===== config.mk =====
export PLATFORM = sky130hd
export DESIGN_NAME = store_rmw_ctrl
export DESIGN_NICKNAME = d
export VERILOG_FILES = /design/src/rtl/store_rmw_ctrl.sv
export SDC_FILE = /design/constraint.sdc
export NUM_CORES = 1
export LEC_CHECK = 0
export BUFFER_PORTS_ARGS = -buffer_cell sky130_fd_sc_hd__buf_2
export CORE_UTILIZATION = 40
export CTS_CLUSTER_DIAMETER = 120
export DETAILED_ROUTE_END_ITERATION = 16
export GPL_ROUTABILITY_DRIVEN = 0
export PLACE_DENSITY = 0.81
export RECOVER_POWER = 100
export SYNTH_ARGS = -nofsm -noshare
export SYNTH_HDL_FRONTEND = slang
export SYNTH_SLANG_ARGS = --single-unit

===== constraint.sdc =====
create_clock -name clk -period 1.7 [get_ports clk]
set_clock_uncertainty 0.05 [all_clocks]
set_input_delay 0.085 -clock clk [delete_from_list [all_inputs] [get_ports clk]]
set_output_delay 0.085 -clock clk [all_outputs]
set_load 0.01 [all_outputs]

===== src/rtl/store_rmw_ctrl.sv =====
// Read-modify-write sequencer for SB/SH stores; SW is written directly.
// Optional misalignment check enabled by defining STORE_RMW_ALIGN_CHECK_EN.
module store_rmw_ctrl #(
   parameter int unsigned MEM_LATENCY = 1,
   parameter int unsigned ADDR_W      = 32
) (
   input  logic              clk,
   input  logic              reset_n,
   input  logic              req_valid,
   output logic              req_ready,
   input  logic [1:0]        req_op,
   input  logic [ADDR_W-1:0] req_addr,
   input  logic [31:0]       req_b,
   output logic [ADDR_W-1:0] mem_addr,
   output logic              mem_rd,
   input  logic [31:0]       mem_rdata,
   output logic              mem_wr,
   output logic [31:0]       mem_wdata,
   output logic [31:0]       mdr_q,
   output logic [31:0]       b_q,
   output logic              ss_command,
   input  logic [31:0]       ss_data,
   output logic              done,
   output logic              err
);

   localparam logic [2:0] S_IDLE    = 3'd0;
   localparam logic [2:0] S_READ    = 3'd1;
   localparam logic [2:0] S_CAPTURE = 3'd2;
   localparam logic [2:0] S_WRITE   = 3'd3;
   localparam logic [2:0] S_DONE    = 3'd4;

   localparam logic [1:0] OP_SB = 2'b00;
   localparam logic [1:0] OP_SH = 2'b01;
   localparam logic [1:0] OP_SW = 2'b10;

   localparam logic [3:0] LAT_M1 = 4'(MEM_LATENCY - 1);

   logic [2:0]        state_q, state_d;
   logic [3:0]        cnt_q, cnt_d;
   logic [ADDR_W-3:0] addr_q, addr_d;
   logic [1:0]        op_q, op_d;
   logic [31:0]       mdr_d, b_d;
   logic              cmd_q, cmd_d;
   logic              rd_q, wr_q, done_q, err_q, ready_q;
   logic              err_d;
   logic              misalign_s;

`ifdef STORE_RMW_ALIGN_CHECK_EN
   assign misalign_s = ((req_op == OP_SH) && req_addr[0]) ||
                       ((req_op == OP_SW) && (req_addr[1:0] != 2'b00));
`else
   // Low address bits only matter to the alignment check.
   logic unused_addr_lsb_s;
   assign misalign_s        = 1'b0;
   assign unused_addr_lsb_s = ^req_addr[1:0];
`endif

   // Next-state and datapath register update logic.
   always_comb begin
      state_d = state_q;
      cnt_d   = cnt_q;
      addr_d  = addr_q;
      op_d    = op_q;
      mdr_d   = mdr_q;
      b_d     = b_q;
      cmd_d   = cmd_q;
      err_d   = 1'b0;
      case (state_q)
         S_IDLE: begin
            if (req_valid) begin
               addr_d = req_addr[ADDR_W-1:2];
               b_d    = req_b;
               op_d   = req_op;
               cmd_d  = req_op[0];
               cnt_d  = LAT_M1;
               if (misalign_s) begin
                  state_d = S_DONE;
                  err_d   = 1'b1;
               end else begin
                  case (req_op)
                     OP_SB, OP_SH: state_d = S_READ;
                     OP_SW:        state_d = S_WRITE;
                     default:      state_d = S_DONE;
                  endcase
               end
            end else begin
               state_d = S_IDLE;
            end
         end
         S_READ: begin
            if (cnt_q == 4'd0) begin
               state_d = S_CAPTURE;
            end else begin
               cnt_d = cnt_q - 4'd1;
            end
         end
         S_CAPTURE: begin
            mdr_d   = mem_rdata;
            state_d = S_WRITE;
         end
         S_WRITE: state_d = S_DONE;
         S_DONE:  state_d = S_IDLE;
         default: state_d = S_IDLE;
      endcase
   end

   // State, datapath and strobe registers; strobes decode the next state so they are flop outputs.
   always_ff @(posedge clk or negedge reset_n) begin
      if (!reset_n) begin
         state_q <= S_IDLE;
         cnt_q   <= 4'd0;
         addr_q  <= '0;
         op_q    <= 2'b00;
         mdr_q   <= 32'h0000_0000;
         b_q     <= 32'h0000_0000;
         cmd_q   <= 1'b0;
         rd_q    <= 1'b0;
         wr_q    <= 1'b0;
         done_q  <= 1'b0;
         err_q   <= 1'b0;
         ready_q <= 1'b1;
      end else begin
         state_q <= state_d;
         cnt_q   <= cnt_d;
         addr_q  <= addr_d;
         op_q    <= op_d;
         mdr_q   <= mdr_d;
         b_q     <= b_d;
         cmd_q   <= cmd_d;
         rd_q    <= (state_d == S_READ);
         wr_q    <= (state_d == S_WRITE);
         done_q  <= (state_d == S_DONE);
         err_q   <= err_d;
         ready_q <= (state_d == S_IDLE);
      end
   end

   assign req_ready  = ready_q;
   assign mem_addr   = {addr_q, 2'b00};
   assign mem_rd     = rd_q;
   assign mem_wr     = wr_q;
   // Merged word arrives combinationally from the merge unit while in WRITE.
   assign mem_wdata  = (op_q == OP_SW) ? b_q : ss_data;
   assign ss_command = cmd_q;
   assign done       = done_q;
   assign err        = err_q;

endmodule


After elaboration in Yosys (flattened, before gate mapping)
Index checks and enable logic that the tools add are counted.

Add/sub/neg operators: 1. Equality and inequality tests: 11. Muxes and demuxes: 8. Reductions and logical operators: 8.

Operators with widths (count): $mux 32 (1); $pmux 3 s4 (1); $eq 3x2->1 const B (3); $mux 4 (2); $pmux 4 s2 (1); $eq 3x1->1 const B (2); $logic_not 3->1 (2); $mux 3 (2); $pmux 3 s2 (1); $eq 2x2->1 const B (2); $logic_not 4->1 (1); $ne 2x2->1 const B (2); $sub 4x1->4 const B (1); $eq 3x3->1 const B (1); $reduce_and 3->1 (1); $eq 2x1->1 const B (1); $logic_not 2->1 (1); $reduce_and 2->1 (1); $reduce_bool 2->1 (1); $reduce_or 2->1 (1).

Register bits after elaboration: 108.

Logic depth before layout (Yosys ltp)
Word-level depth: 6. Mapped depth: 6.

Least setup slack after synthesis
Ideal clock, no wire load.

Path type: register -> register. Start: reg state_q[0]. End: reg mdr_q[10]. Setup time: 0.125 ns. Data arrival time: 1.403 ns. Required time: 1.525 ns. Setup slack: 0.123 ns. Stages on the path, launching flop included: 5. Path buffers: 2. Clock period less this slack: 1.577 ns. Cell sequence: dfrtp_1 -> buf_2 -> nor3b_4 -> buf_4 -> mux2_2.

Cells in the longest elaborated chain, start to end: 1.

Ends and longest elaborated chain: from (decl) (line 39) `logic [2:0] state_q, state_d;`; from (signal assigned) (line 124) `state_q <= state_d;`; $eq 3x2->1 (line 69) `case (state_q)`; to (signal assigned) (line 128) `mdr_q <= mdr_d;`; to (decl) (line 19) `output logic [31:0] mdr_q,`.

Every way passes these cells. A chain may end at the register's enable or synchronous reset.

Worst setup path after layout
Start: reg op_q[0]. End: out mem_wdata[6].

Cells in the longest elaborated chain, start to end: 2.

Ends and longest elaborated chain: from (decl) (line 42) `logic [1:0] op_q, op_d;`; from (signal assigned) (line 127) `op_q <= op_d;`; $eq 2x2->1 (line 144) `assign mem_wdata = (op_q == OP_SW) ? b_q : ss_data;`; $mux 32 (line 144); to (decl) (line 18) `output logic [31:0] mem_wdata,`.

Every way passes these cells.

==> impl_metrics.tcl <==
set metrics [dict create \
    cts_sinks 107 \
    die_width_um 109 \
    max_slew_margin_pct 43.5 \
    ios 267 \
    drv_slew 0 \
    syn_area_per_cell_um2 10.5 \
    path_cells "nor2b_4 > buf_12 > buf_12 > mux2_1 > buf_2" \
    grt_max_degree 43 \
    rr_worst_depth 5 \
    cts_buffers 9 \
    routedWlPerCell_um 16.5 \
    synth_area_leader_cell "dfrtp_1" \
    period_minus_slack_ns 1.80 \
    final.setup.worst_slack_ns -0.0973 \
    worstSetupEndpointType "output port" \
    synth_area_um2 4570 \
    start_kind "register" \
    grtUsageTotal_pct 23.3 \
    fmax_ghz 0.556 \
    drv_cap 0 \
    start_util_pct 41.6 \
    die_area_um2 11900 \
    crit_path_frequent_cell "buf_12" \
    tns_ns -2.00 \
    async_flop_share_pct 100 \
    cp_data_arrival_time_ns 1.66 \
    postSynthCellCount 434 \
    area_growth_pct 65.1 \
    drive_above_1_share_pct 33.1 \
    dp_hpwl_um 8610 \
    crit_fanout 8 \
    first_global_vias 4507 \
    num_vias 4562 \
    worst_pin_slew_ns 0.848 \
    min_path_type "input pin to register" \
    fill_cells 797 \
    placed_cell_area_um2 6090 \
    p_per_area_nw_per_um2 1710 \
    overflow 0 \
    port-buffer-count 261 \
    grt_use_met1_pct 25.4 \
    die_y_um 109 \
    violations "setup timing" \
    timing_worst_setup_path_type "register to output port" \
    first_iter_violations 297 \
    slowest_delay_ns 0.42 \
    total_power_w 0.0129 \
    clk_pin_slew_ns 0.07 \
    ir_drop_uv 976 \
    grt-busiest-layer "met2" \
    h-tree-depth 3 \
    drtAntennaViolNets 0 \
    status "finished, violations left" \
    p_leak_nw 3.80 \
    reg2reg_from "state_q[1]" \
    synthTopCellsByCount "196 x nand2_1, 106 x dfrtp_1, 56 x mux2_2" \
    period_share_pct 106 \
    root_buffer "clkbuf_16" \
    coreArea_um2 11000 \
    synthMostInstantiatedCell "nand2_1" \
    row_count 38 \
    drc_errors 0 \
    final_nets 927 \
    rsz0062_at_grt "yes" \
    synth_seq_cells 107 \
    grt_pass1_wl_um 21100 \
    yosys_most_used_dff "dfrtp_1" \
    slowest_stage "dfrtp_1" \
    ff2ff_setup_slack_ns 0.05 \
    cts_buffer_depth 2 \
    grt_util_met2_pct 41.6 \
    synth_edf_count 0 \
    yosysUniqueCellTypes 32 \
    timing.rr.end "addr_q[14]" \
    post_drt_via_cell_ratio 4.85 \
    grt_antenna_before_repair 2 \
    yosysTopAreaCellShare_pct 58.1 \
    hold_viol 0 \
    seq_area_frac_synth_pct 58.6 \
    ys_top_cells_by_area "dfrtp_1 58%, nand2_1 16%, mux2_2 14%" \
    dr.pass1.iters 4 \
    cts_tree "yes" \
    clock_latency_ns 0.34 \
    final_area_um2 7540 \
    worstHoldPathCells 3 \
    wl_um 15500 \
    use_met3_pct 5.92 \
    setup_viol 32 \
    min_from "req_op[0]" \
    ys_warn_count 0 \
    worst-endpoint-required_ns 1.56 \
    min_to "op_q[0]" \
]
-- placed cells by master, fill, tap and decap left out, drive strengths merged, types with 4 or more instances in the layout --
cell / count
mux2: 64
dlygate4sd3: 96
clkbuf: 114
buf: 174
inv: 5
dfrtp: 106
nor3: 4
a21oi: 5
nand2: 196
-- final cells by class --
type / instances / area [µm²] / share of cell area (%)
inverters: 3 / 11.3 / 0.149
well taps: 140 / 175 / 2.32
clock buffers: 10 / 229 / 3.04
clock inverters: 6 / 48.8 / 0.647
repair buffers: 374 / 2550 / 33.8
multi-input cells: 298 / 1840 / 24.4
flip-flops and latches: 107 / 2680 / 35.5
diodes: 2 / 5.00 / 0.0663
-- cells by family after synthesis --
kind of cell / after synthesis / share of synthesized area, %
adders and majority gates: 1 / 0.274
buffers and inverters: 31 / 3.75
AOI/OAI and AO/OA: 12 / 1.56
muxes: 66 / 16.2
other: 1 / 0.0821
DFF: 107 / 58.6
and+or+nand+nor: 216 / 19.5
-- state kept, by name (all words and copies together), names as in the netlist, 2 cells and up --
name     count
mdr_q       32
op_q         2
addr_q      30
b_q         32
cnt_q        4
state_q      3
-- worst max path at each step --
stage | start | end | slack [ns] | cells after the start
final | op_q[0] | mem_wdata[6] | -0.1 | 5
after global placement | state_q[1] | cnt_q[2] | 0.05 | 4
after global routing | op_q[0] | mem_wdata[6] | -0.17 | 5
after detailed placement | state_q[1] | cnt_q[2] | 0.01 | 4
after CTS | op_q[0] | mem_wdata[5] | -0.11 | 4
after floorplan | state_q[0] | mdr_q[10] | 0.12 | 4
-- layer usage --
layer  up-vias  wire length (µm)
li1       2110                 -
met1      2162              5700
met2       235              8130
met3        55              1000
met4         0               663
met5         -                 0
-- report_power, final --
group / leakage (nW) / total [W] / switching [W] / internal (W)
Combinational: 2.36 / 0.00632 / 0.00328 / 0.00304
Clock: 0.131 / 0.00196 / 0.000952 / 0.00101
Sequential: 1.31 / 0.00461 / 0.000817 / 0.00379
Total: 3.80 / 0.0129 / 0.00505 / 0.00785
-- through the flow --
step	worst slack, ns	hold slack [ns]	util, %	std cells
floorplan	0.123	-0.261	-	436
global placement	0.0480	0.0197	55.5	821
detailed placement	0.0145	0.0259	55.5	821
CTS	-0.112	0.00331	66.8	933
global route	-0.167	0.0310	68.7	940
finish	-0.0973	0.0220	68.7	940
-- critical path, delay by kind of cell (launching register included) --
family	cells	cell delay, ns
flip-flops	1	0.42
buffers and inverters	3	0.42
AND/OR/NAND/NOR	1	0.14
multiplexers	1	0.34
-- timing repair --
action | 4_1_cts | 5_1_grt
hold buffers | 96 | 0
endpoints found under the hold margin | 130 | 0
buffers inserted | 0 | 2
setup endpoints to repair | 32 | 98
gates resized for setup | 2 | 60
gates cloned | 0 | 3
Power figures use the tool's default switching activity.
